File: config.mk
export PLATFORM = sky130hd
export DESIGN_NAME = maq_h_set
export DESIGN_NICKNAME = d
export VERILOG_FILES = /design/src/rtl/maq_h_set.sv
export SDC_FILE = /design/constraint.sdc
export NUM_CORES = 1
export LEC_CHECK = 0
export BUFFER_PORTS_ARGS = -buffer_cell sky130_fd_sc_hd__buf_2
export CORE_MARGIN = 1.5
export CORE_UTILIZATION = 50
export CTS_CLUSTER_DIAMETER = 60
export DETAILED_ROUTE_END_ITERATION = 10
export GPL_ROUTABILITY_DRIVEN = 0
export HOLD_SLACK_MARGIN = 0.05
export PLACE_DENSITY_LB_ADDON = 0.1
export SETUP_SLACK_MARGIN = 0.4
export SYNTH_ARGS = -nofsm -noshare
export SYNTH_HDL_FRONTEND = slang
export SYNTH_SLANG_ARGS = --single-unit
File: constraint.sdc
create_clock -name maqm_clock -period 2.5 [get_ports maqm_clock]
set_clock_uncertainty 0.05 [all_clocks]
set_input_delay 0.375 -clock maqm_clock [delete_from_list [all_inputs] [get_ports maqm_clock]]
set_output_delay 0.375 -clock maqm_clock [all_outputs]
set_load 0.005 [all_outputs]
File: src/rtl/maq_h_set.sv
// Hours stage: two BCD digits advanced by the minutes carry, with a manual set mode
// (button increment, hold-to-auto-repeat, blink). Define TWELVE_HOUR_EN for 12 h mode with maqh_pm.
module maq_h_set #(
    parameter int HOLD_TICKS = 2,
    parameter int HOLD_W     = 3
) (
    input  logic       maqm_clock,
    input  logic       reset,
    input  logic       enable_1hz,
    input  logic       inc_min,
    input  logic       maqh_inc_hora,
    input  logic       set_mode,
    input  logic       btn_inc,
    output logic [3:0] maqh_lsd,
    output logic [1:0] maqh_msd,
    output logic       maqh_inc_dia,
    output logic       set_active,
    output logic       blink_on
`ifdef TWELVE_HOUR_EN
    ,
    output logic       maqh_pm
`endif
);

    localparam logic [1:0] ST_RUN      = 2'd0;
    localparam logic [1:0] ST_SET_IDLE = 2'd1;
    localparam logic [1:0] ST_SET_HELD = 2'd2;

    localparam logic [HOLD_W-1:0] HOLD_LIM  = HOLD_W'(HOLD_TICKS);
    localparam logic [HOLD_W-1:0] HOLD_ONE  = HOLD_W'(1);
    localparam logic [HOLD_W-1:0] HOLD_ZERO = '0;

`ifdef TWELVE_HOUR_EN
    localparam logic [3:0] RST_LSD = 4'd2;
    localparam logic [1:0] RST_MSD = 2'd1;
`else
    localparam logic [3:0] RST_LSD = 4'd0;
    localparam logic [1:0] RST_MSD = 2'd0;
`endif

    localparam int N_SYNC = 2;

    logic [N_SYNC-1:0] raw_in;
    logic [N_SYNC-1:0] sync_vec;
    logic              set_mode_s;
    logic              sync_btn;
    logic              prev_btn_reg;
    logic              btn_rise;
    logic              inc_ev;

    logic [1:0]        state_reg, state_next;
    logic [HOLD_W-1:0] hold_cnt_reg, hold_cnt_next;
    logic [3:0]        lsd_reg, inc_lsd;
    logic [1:0]        msd_reg, inc_msd;
    logic              blink_reg, blink_next;
    logic              set_active_reg;
    logic              do_inc;
`ifdef TWELVE_HOUR_EN
    logic              pm_reg, inc_pm;
`endif

    assign raw_in = {btn_inc, set_mode};

    // Two-flop synchronizer per raw asynchronous input
    generate
        for (genvar gi = 0; gi < N_SYNC; gi++) begin : g_sync
            logic meta_reg;
            logic out_reg;
            always_ff @(posedge maqm_clock or negedge reset) begin
                if (!reset) begin
                    meta_reg <= 1'b0;
                    out_reg  <= 1'b0;
                end else begin
                    meta_reg <= raw_in[gi];
                    out_reg  <= meta_reg;
                end
            end
            assign sync_vec[gi] = out_reg;
        end
    endgenerate

    assign set_mode_s = sync_vec[0];
    assign sync_btn   = sync_vec[1];
    assign btn_rise   = sync_btn & ~prev_btn_reg;
    assign inc_ev     = enable_1hz & inc_min & maqh_inc_hora;

    // Next hour value; out-of-range digits fold back into the legal range
    always_comb begin
        inc_lsd = lsd_reg + 4'd1;
        inc_msd = msd_reg;
`ifdef TWELVE_HOUR_EN
        inc_pm  = pm_reg;
        if (msd_reg != 2'd0 && lsd_reg >= 4'd2) begin
            inc_lsd = 4'd1;
            inc_msd = 2'd0;
        end else if (msd_reg == 2'd1 && lsd_reg == 4'd1) begin
            inc_lsd = 4'd2;
            inc_msd = 2'd1;
            inc_pm  = ~pm_reg;
        end else if (lsd_reg >= 4'd9) begin
            inc_lsd = 4'd0;
            inc_msd = msd_reg + 2'd1;
        end
`else
        if (msd_reg >= 2'd2 && lsd_reg >= 4'd3) begin
            inc_lsd = 4'd0;
            inc_msd = 2'd0;
        end else if (lsd_reg >= 4'd9) begin
            inc_lsd = 4'd0;
            inc_msd = msd_reg + 2'd1;
        end
`endif
    end

    always_comb begin
        state_next    = state_reg;
        hold_cnt_next = hold_cnt_reg;
        do_inc        = 1'b0;
        case (state_reg)
            ST_RUN: begin
                do_inc = inc_ev;
                if (set_mode_s) state_next = ST_SET_IDLE;
            end
            ST_SET_IDLE: begin
                // Leaving set mode wins over a coincident button press
                if (!set_mode_s) begin
                    state_next = ST_RUN;
                end else if (btn_rise) begin
                    do_inc        = 1'b1;
                    hold_cnt_next = HOLD_ZERO;
                    state_next    = ST_SET_HELD;
                end
            end
            ST_SET_HELD: begin
                if (!set_mode_s) begin
                    state_next = ST_RUN;
                end else if (!sync_btn) begin
                    state_next = ST_SET_IDLE;
                end else if (enable_1hz) begin
                    if (hold_cnt_reg < HOLD_LIM) hold_cnt_next = hold_cnt_reg + HOLD_ONE;
                    else                         do_inc        = 1'b1;
                end
            end
            default: state_next = ST_RUN;
        endcase
    end

    always_comb begin
        blink_next = blink_reg;
        if (state_next == ST_RUN)
            blink_next = 1'b1;
        else if (state_next == ST_SET_IDLE && state_reg != ST_SET_IDLE)
            blink_next = 1'b1;
        else if (enable_1hz)
            blink_next = ~blink_reg;
    end

    always_ff @(posedge maqm_clock or negedge reset) begin
        if (!reset) begin
            state_reg      <= ST_RUN;
            hold_cnt_reg   <= HOLD_ZERO;
            lsd_reg        <= RST_LSD;
            msd_reg        <= RST_MSD;
            blink_reg      <= 1'b1;
            set_active_reg <= 1'b0;
            prev_btn_reg   <= 1'b0;
`ifdef TWELVE_HOUR_EN
            pm_reg         <= 1'b0;
`endif
        end else begin
            state_reg      <= state_next;
            hold_cnt_reg   <= hold_cnt_next;
            blink_reg      <= blink_next;
            set_active_reg <= (state_next != ST_RUN);
            prev_btn_reg   <= sync_btn;
            if (do_inc) begin
                lsd_reg <= inc_lsd;
                msd_reg <= inc_msd;
`ifdef TWELVE_HOUR_EN
                pm_reg  <= inc_pm;
`endif
            end
        end
    end

    assign maqh_lsd   = lsd_reg;
    assign maqh_msd   = msd_reg;
    assign set_active = set_active_reg;
    assign blink_on   = blink_reg;

`ifdef TWELVE_HOUR_EN
    assign maqh_pm      = pm_reg;
    assign maqh_inc_dia = (msd_reg == 2'd1) & (lsd_reg == 4'd1) & pm_reg
                          & maqh_inc_hora & (state_reg == ST_RUN);
`else
    assign maqh_inc_dia = (msd_reg == 2'd2) & (lsd_reg == 4'd3)
                          & maqh_inc_hora & (state_reg == ST_RUN);
`endif

endmodule
After elaboration in Yosys (flattened, before gate mapping)
Cells that the tools add are included.
{"block": "word_totals", "inputBits": 7, "out_inout_bits": 9, "ff_bits": 18}
{"block": "op_classes", "n_mux": 27, "n_lt_le_gt_ge": 4, "n_addsub": 3, "n_reduce_logical": 10, "n_eq_ne": 12, "bitwise": 8}
{"op": "$mux W3", "n": 6}
{"op": "$mux W2", "n": 7}
{"op": "$ne A2 B2 Y1 const B", "n": 6}
{"op": "$mux W1", "n": 9}
{"op": "$mux W4", "n": 2}
{"op": "$reduce_and A7 Y1", "n": 1}
{"op": "$and A1 B1 Y1", "n": 6}
{"op": "$pmux W2 S3", "n": 1}
{"op": "$pmux W3 S2", "n": 1}
{"op": "$reduce_bool A2 Y1", "n": 3}
{"op": "$add A4 B1 Y4 const B", "n": 1}
{"op": "$eq A2 B1 Y1 const B", "n": 2}
{"op": "$eq A2 B2 Y1 const B", "n": 2}
{"op": "$eq A4 B2 Y1 const B", "n": 1}
{"op": "$ge A4 B2 Y1 const B", "n": 1}
{"op": "$ge A4 B4 Y1 const B", "n": 1}
{"op": "$logic_not A2 Y1", "n": 2}
{"op": "$add A3 B1 Y3 const B", "n": 1}
{"op": "$lt A3 B2 Y1 const B", "n": 1}
{"op": "$pmux W1 S3", "n": 1}
{"op": "$reduce_bool A3 Y1", "n": 1}
{"op": "$add A2 B1 Y2 const B", "n": 1}
{"op": "$ge A2 B2 Y1 const B", "n": 1}
{"op": "$logic_and A1 B1 Y1", "n": 2}
{"op": "3 further kinds", "n": 4}

Longest topological paths before layout
Gate-level depths: netlist (run 1).
{"block": "depth", "depth_word": 9, "mapped_depth": 7, "depth_no_buf": 6}

Worst setup path after synthesis (run 1)
OpenSTA, ideal clock, no wires.
{"block": "synth_timing", "path_kind": "reg2reg", "start": "reg state_reg[0]", "end": "reg msd_reg[0], in the netlist maqh_msd[0]", "synth_period_minus_slack_ps": 1809, "path_slack_ps": 691, "arrival_ps": 1634, "required_time_ps": 2325, "path_stages_with_launch": 8, "path_cell_list": "dfrtp_1 > inv_1 > ha_1 > buf_2 > o211a_1 > o21a_1 > o21ai_2 > mux2_4"}
{"block": "synth_between", "elab_chain_cells": 3, "word_cells_on_any_way": 5}
{"item": "start, declared", "line_no": "51", "text": "logic [1:0] state_reg, state_next;"}
{"item": "start signal, assigned", "line_no": "171", "text": "state_reg <= state_next;"}
{"item": "$eq A2 B2 Y1 (tied with other cells)", "line_no": "119", "text": "case (state_reg)"}
{"item": "$pmux W1 S3 (*)", "line_no": "119"}
{"item": "$reduce_and A2 Y1 (no line) (*)"}
{"item": "end signal, assigned", "line_no": "178", "text": "msd_reg <= inc_msd;"}
{"item": "end, declared", "line_no": "54", "text": "logic [1:0] msd_reg, inc_msd;"}
Every way passes the cells marked *; elsewhere a longest branch is shown, timed or not.
A chain may end at the register's enable or synchronous reset.

Worst setup path in the final report (run 1)
Ends and elaborated chain as after synthesis.

==> results of run 1 <==
what timing repair did:
item	4_1_cts	5_1_grt
endpoints found under the setup margin	0	1
buffers inserted	0	3
resized for setup	0	4
hold endpoints to repair	17	0
hold buffers	1	0
synthesized netlist by cell type, types with 2 or more instances:
master,n,area share
o21ai_0,2,0.010
dfrtp_1,17,0.43
or3b_1,2,0.018
inv_1,10,0.038
ha_1,9,0.11
nor2_1,10,0.038
a21o_1,2,0.015
nand3_1,3,0.015
nand2_1,7,0.026
a21oi_1,6,0.030
mux2_4,2,0.030
o21a_1,2,0.015
cells by family after synthesis:
group	count (synthesis)
buffers and inverters	11
multiplexers	4
AND/OR/NAND/NOR	29
flip-flops	18
XOR/XNOR	2
adder cells (fa/ha/maj)	9
AO/OA/AOI/OAI	23
metal layers:
metal,vias to the layer above,share of wire
li1,387,-
met1,360,0.50
met2,16,0.43
met3,6,0.043
met4,0,0.019
met5,-,0
through the flow:
step	util	instance area [um2]	power, mW
finish	0.621	1190	1.17
global route	0.621	1190	1.27
CTS	0.599	1150	1.12
detailed placement	0.575	1100	0.937
global placement	0.575	1100	0.926
floorplan	-	1000	0.790
final cells by class:
| type | instances | share of cell area |
|---|---|---|
| well taps | 27 | 0.0283 |
| flip-flops and latches | 18 | 0.379 |
| inverters | 10 | 0.0314 |
| clock buffers | 4 | 0.0304 |
| repair buffers | 19 | 0.0901 |
| multi-input cells | 67 | 0.440 |
power by group through the flow:
stage / Sequential [mW] / Clock, mW / Combinational, mW
5_1_grt: 0.499 / 0.195 / 0.579
3_5_place_dp: 0.487 / 0 / 0.450
4_1_cts: 0.480 / 0.183 / 0.458
2_1_floorplan: 0.474 / 0 / 0.315
6_report: 0.483 / 0.179 / 0.504
3_3_place_gp: 0.482 / 0 / 0.444
final timing paths:
check	startpoint	endpoint	slack, ns	depth (start not counted)
max reg2reg	state_reg[0]$_DFF_PN0_	maqh_msd[0]$_DFFE_PN0P_	0.55	6
min in group asynchronous	reset	hold_cnt_reg[1]$_DFFE_PN0P_	0.47	2
max	state_reg[0]$_DFF_PN0_	maqh_msd[0]$_DFFE_PN0P_	0.55	6
max in group asynchronous	reset	blink_on$_DFFE_PN1P_	1.61	2
min reg2reg	g_sync[0].meta_reg$_DFF_PN0_	g_sync[0].out_reg$_DFF_PN0_	0.31	0
min	btn_inc	g_sync[1].meta_reg$_DFF_PN0_	0.13	1
==> impl_metrics.yaml, run 1 <==
cts:
  clock-sinks: 18
  clockBufferDepth: 2
  cts_buffers: 3
  cts_tree: "done"
  h-tree-depth: 1
  path_clk_slew_ns: 0.10
  clk_latency_ns: 0.29
  cts_root_buf: "clkbuf_4"
layout:
  largest_reg_flops: 4
  antennaDiodeCount: 0
  fillerInstances: 182
  syn_to_final_growth_pct: 19.2
  final_cell_mix: "16 x dfrtp_1, 15 x buf_2, 10 x inv_1, 10 x nor2_1, 8 x ha_1"
  fin_cells: 145
  seq_area_um2: 453
  drive_above_1_share: 0.280
  multi_input_area_um2: 526
  mostFrequentLayoutCell: "dfrtp_1"
  nets: 135
grt:
  grt_util_met3: 0.0340
  grt_use_met2: 0.267
  met1_usage: 0.252
  grt_pass1_vias: 660
  gr-usage-all-layers: 0.179
  antenna_found_initial: 0
  grt_pass1_wl_um: 2800
  overflow: 0
  grt_max_degree: 19
  busiest_layer: "met2"
logic_synthesis:
  synth_xor_area_frac: 0.0175
  synth_top_family_by_area: "compound AO/OA/AOI/OAI gates"
  synthMuxAreaShare: 0.0513
  netlist_instances: 96
  syn_area_um2: 1000
  postSynthAreaPerCell_um2: 10.4
  syn_nets: 112
  synth_compound_area_frac: 0.168
  ys_seq_elements: 18
  ys_warn_count: 0
  synthSimpleGateAreaFrac: 0.158
  yosys.area_share.adder: 0.113
  async_flop_share: 1.00
  ys.flop_type: "dfrtp_1"
  synth_edf_count: 0
  synth_seq_area_share: 0.451
  yosysUniqueCellTypes: 36
critical_path:
  crit_chain: "inv_1 > ha_1 > nor2_1 > o21a_1 > o21ai_2 > mux2_4"
  cp_slowest_cell: "dfrtp_2"
  cp_max_fo: 8
  critPathArrivalTime_ns: 2.09
  startpoint_type: "flop"
  crit_type: "flop to flop"
  critPathTopFamily: "compound AO/OA/AOI/OAI gates"
  slowest_delay_ns: 0.45
  end_kind: "flop"
  cp.required_ns: 2.64
  critPathBufInv: 1
run:
  cap_violations: 0
die:
  row_count: 16
  core_area_um2: 1920
  ios: 16
  die_area_um2: 2280
  die_h_um: 47.7
  die_w_um: 47.7
  start_util: 0.521
timing:
  finalHoldViolCount: 0
  slew_viol_final: 0
  slew_headroom: 0.665
  fin_ws_ns: 0.549
  hold_slack_ns: 0.127
  setup_violations: 0
  worst_slew_pin_slew_ns: 0.496
  rsz0062_at_grt: "false"
  final.period_utilization: 0.781
  tns_ns: 0
  fin_crit_ns: 1.95
  max_freq_mhz: 512
placed_design:
  hpwl_um: 1330
  dp_slack_ns: 0.575
  dp_cells: 137
  port_buffers: 15
drt:
  wl_per_cell_um: 12.8
  wirelength_um: 1860
  drt_iter0_markers: 10
  drc: 0
  ant_nets: 0
  vias: 769
  viasPerCell: 5.30
  firstDrtPassIters: 4
power_and_ir_drop:
  pwr-share-clk: 0.153
  power_frac_seq: 0.414
  p_leak_nw: 0.598
  switching_share: 0.375
  net-switching-power_uw: 437
  internal-power_uw: 729
  ir_drop_v: 0.000652
  p_comb_frac: 0.432
  powerDensity_nw_per_um2: 977
hold_path:
  hold_class: "input port to flop"
run_status:
  outcome: "finished, final reports clean"
(Power assumes the default switching activity.)
==> run 2, diff against run 1 <==
--- a/config.mk
+++ b/config.mk
@@ -7,7 +7,7 @@
 export LEC_CHECK = 0
 export BUFFER_PORTS_ARGS = -buffer_cell sky130_fd_sc_hd__buf_2
 export CORE_MARGIN = 1.5
-export CORE_UTILIZATION = 50
+export CORE_UTILIZATION = 49
 export CTS_CLUSTER_DIAMETER = 60
 export DETAILED_ROUTE_END_ITERATION = 10
 export GPL_ROUTABILITY_DRIVEN = 0
==> constraint.sdc (replaced) <==
create_clock -name maqm_clock -period 1.7 [get_ports maqm_clock]
set_clock_uncertainty 0.05 [all_clocks]
set_input_delay 0.255 -clock maqm_clock [delete_from_list [all_inputs] [get_ports maqm_clock]]
set_output_delay 0.255 -clock maqm_clock [all_outputs]
set_load 0.005 [all_outputs]
==> run 2 against run 1 <==
Sequential cell count is the same; largest cell class unchanged; design area up 35%; cell count grew 17%; worst hold slack better by 0.19 ns; die area up 1.9%; clock power grew 49%; first-iteration DRC count is 30% lower; total power increased by 110%; largest power group unchanged; the flow now finishes with violations (setup timing).
==> impl_metrics.yaml, run 2 (synthesis gave the netlist of run 1 again) <==
run_status:
  outcome: "finished with violations"
  violations: "setup timing"
critical_path:
  slowest_delay_ns: 0.46
  crit_chain: "inv_2 > ha_4 > or3b_4 > a21o_1 > o21ai_2 > mux2_4"
  cp_slowest_cell: "dfrtp_2"
  critPathArrivalTime_ns: 1.97
  end_kind: "flop"
  startpoint_type: "flop"
  crit_type: "flop to flop"
  cp.required_ns: 1.85
  cp_max_fo: 4
cts:
  clk_latency_ns: 0.30
  clock-sinks: 18
  cts_buffers: 3
  path_clk_slew_ns: 0.10
  cts_root_buf: "clkbuf_4"
  clockBufferDepth: 2
  h-tree-depth: 1
  cts_tree: "done"
layout:
  antennaDiodeCount: 0
  drive_above_1_share: 0.580
  syn_to_final_growth_pct: 61.4
  fin_cells: 170
  final_cell_mix: "15 x dfrtp_1, 15 x buf_4, 14 x buf_2"
  final_area_um2: 1620
  largest_reg_flops: 4
  nets: 160
  fin_util: 0.832
drt:
  ant_nets: 0
  wirelength_um: 2680
  wl_per_cell_um: 15.8
  drt_iter0_markers: 7
  drc: 0
  firstDrtPassIters: 4
  viasPerCell: 5.26
  vias: 895
timing:
  setup_violations: 6
  final.period_utilization: 1.07
  rsz0062_at_grt: "true"
  finalHoldViolCount: 0
  fin_ws_ns: -0.115
  worst_slew_pin_slew_ns: 0.419
  slew_headroom: 0.719
  max_freq_mhz: 551
  slew_viol_final: 0
  tns_ns: -0.472
  fin_crit_ns: 1.82
die:
  die_area_um2: 2320
  start_util: 0.515
  core_area_um2: 1940
  row_count: 16
  die_w_um: 48.2
  ios: 16
  die_h_um: 48.2
power_and_ir_drop:
  ir_drop_v: 0.00107
  power_mw: 2.43
  powerDensity_nw_per_um2: 1500
  p_leak_nw: 0.757
hold_path:
  hold_class: "flop to flop"
grt:
  grt_pass1_wl_um: 3800
  gr-usage-all-layers: 0.246
  overflow: 0
  grt_max_degree: 19
  grt_pass1_vias: 904
  antenna_found_initial: 0
placed_design:
  placed_cell_area_um2: 1280
  dp_cells: 155
  port_buffers: 15
  hpwl_um: 1640
run:
  cap_violations: 0
## run 2: cell count changes in the layout (fill, tap and decap cells not counted), moves of 4 or more
cell / delta
ha_1: -7
buf_6: +12
inv_2: +5
inv_1: -5
ha_4: +6
buf_4: +12
a21oi_1: -4
a21oi_2: +4
## run 2: critical path, delay by kind of cell, from the launching register on
family	cells	cell delay, ns
adders and majority gates	1	0.12
DFF	1	0.46
buffers and inverters	1	0.11
and+or+nand+nor	1	0.36
AOI/OAI and AO/OA	2	0.29
muxes	1	0.32
## run 2: power by group
part           internal, mW  switching, mW  total, mW
Sequential            0.568          0.166      0.734
Clock                 0.131          0.136      0.267
Combinational         0.792          0.634       1.43
## run 2: final timing paths
kind,slack (ns),start,cells past startpoint,end
worst min-delay path,0.32,g_sync[0].meta_reg$_DFF_PN0_,0,g_sync[0].out_reg$_DFF_PN0_
min in group asynchronous,0.36,reset,2,prev_btn_reg$_DFF_PN0_
worst min register to register,0.32,g_sync[0].meta_reg$_DFF_PN0_,0,g_sync[0].out_reg$_DFF_PN0_
max in group asynchronous,0.91,reset,2,blink_on$_DFFE_PN1P_
worst max-delay path,-0.12,maqh_lsd[1]$_DFFE_PN0P_,6,maqh_msd[0]$_DFFE_PN0P_
worst max register to register,-0.12,maqh_lsd[1]$_DFFE_PN0P_,6,maqh_msd[0]$_DFFE_PN0P_
## run 2: cell type report
cell class | count | area (um2)
clock buffer | 4 | 36.3
fill | 111 | 327
inverter | 10 | 37.5
multi-input combinational | 67 | 706
sequential | 18 | 454
tap | 27 | 33.8
timing repair buffer | 44 | 348
## run 2: timing repair
| action | CTS | global route |
|---|---|---|
| setup endpoints to repair | 15 | 16 |
| endpoints found under the hold margin | 19 | 0 |
| resized for setup | 24 | 24 |
| hold buffers | 3 | 0 |
| buffers inserted | 6 | 2 |
| gates cloned | 0 | 0 |
| pin swaps | 11 | 8 |
## run 2: per-layer routing
metal  up-vias  wire [um]  track usage  part of all wire
li1        441          -            -                 -
met5         -          0            0                 0
met1       435       1180        0.298              0.44
met2        15       1400        0.411              0.52
met4         0         28       0.0865             0.010
met3         4         75       0.0778             0.028
## run 2: metrics by stage
stage	hold WS, ns	worst slack (ns)
floorplan	-0.0906	-0.0488
global placement	0.154	-0.0411
detailed placement	0.155	-0.0865
CTS	0.313	-0.0694
global route	0.329	-0.182
finish	0.315	-0.115
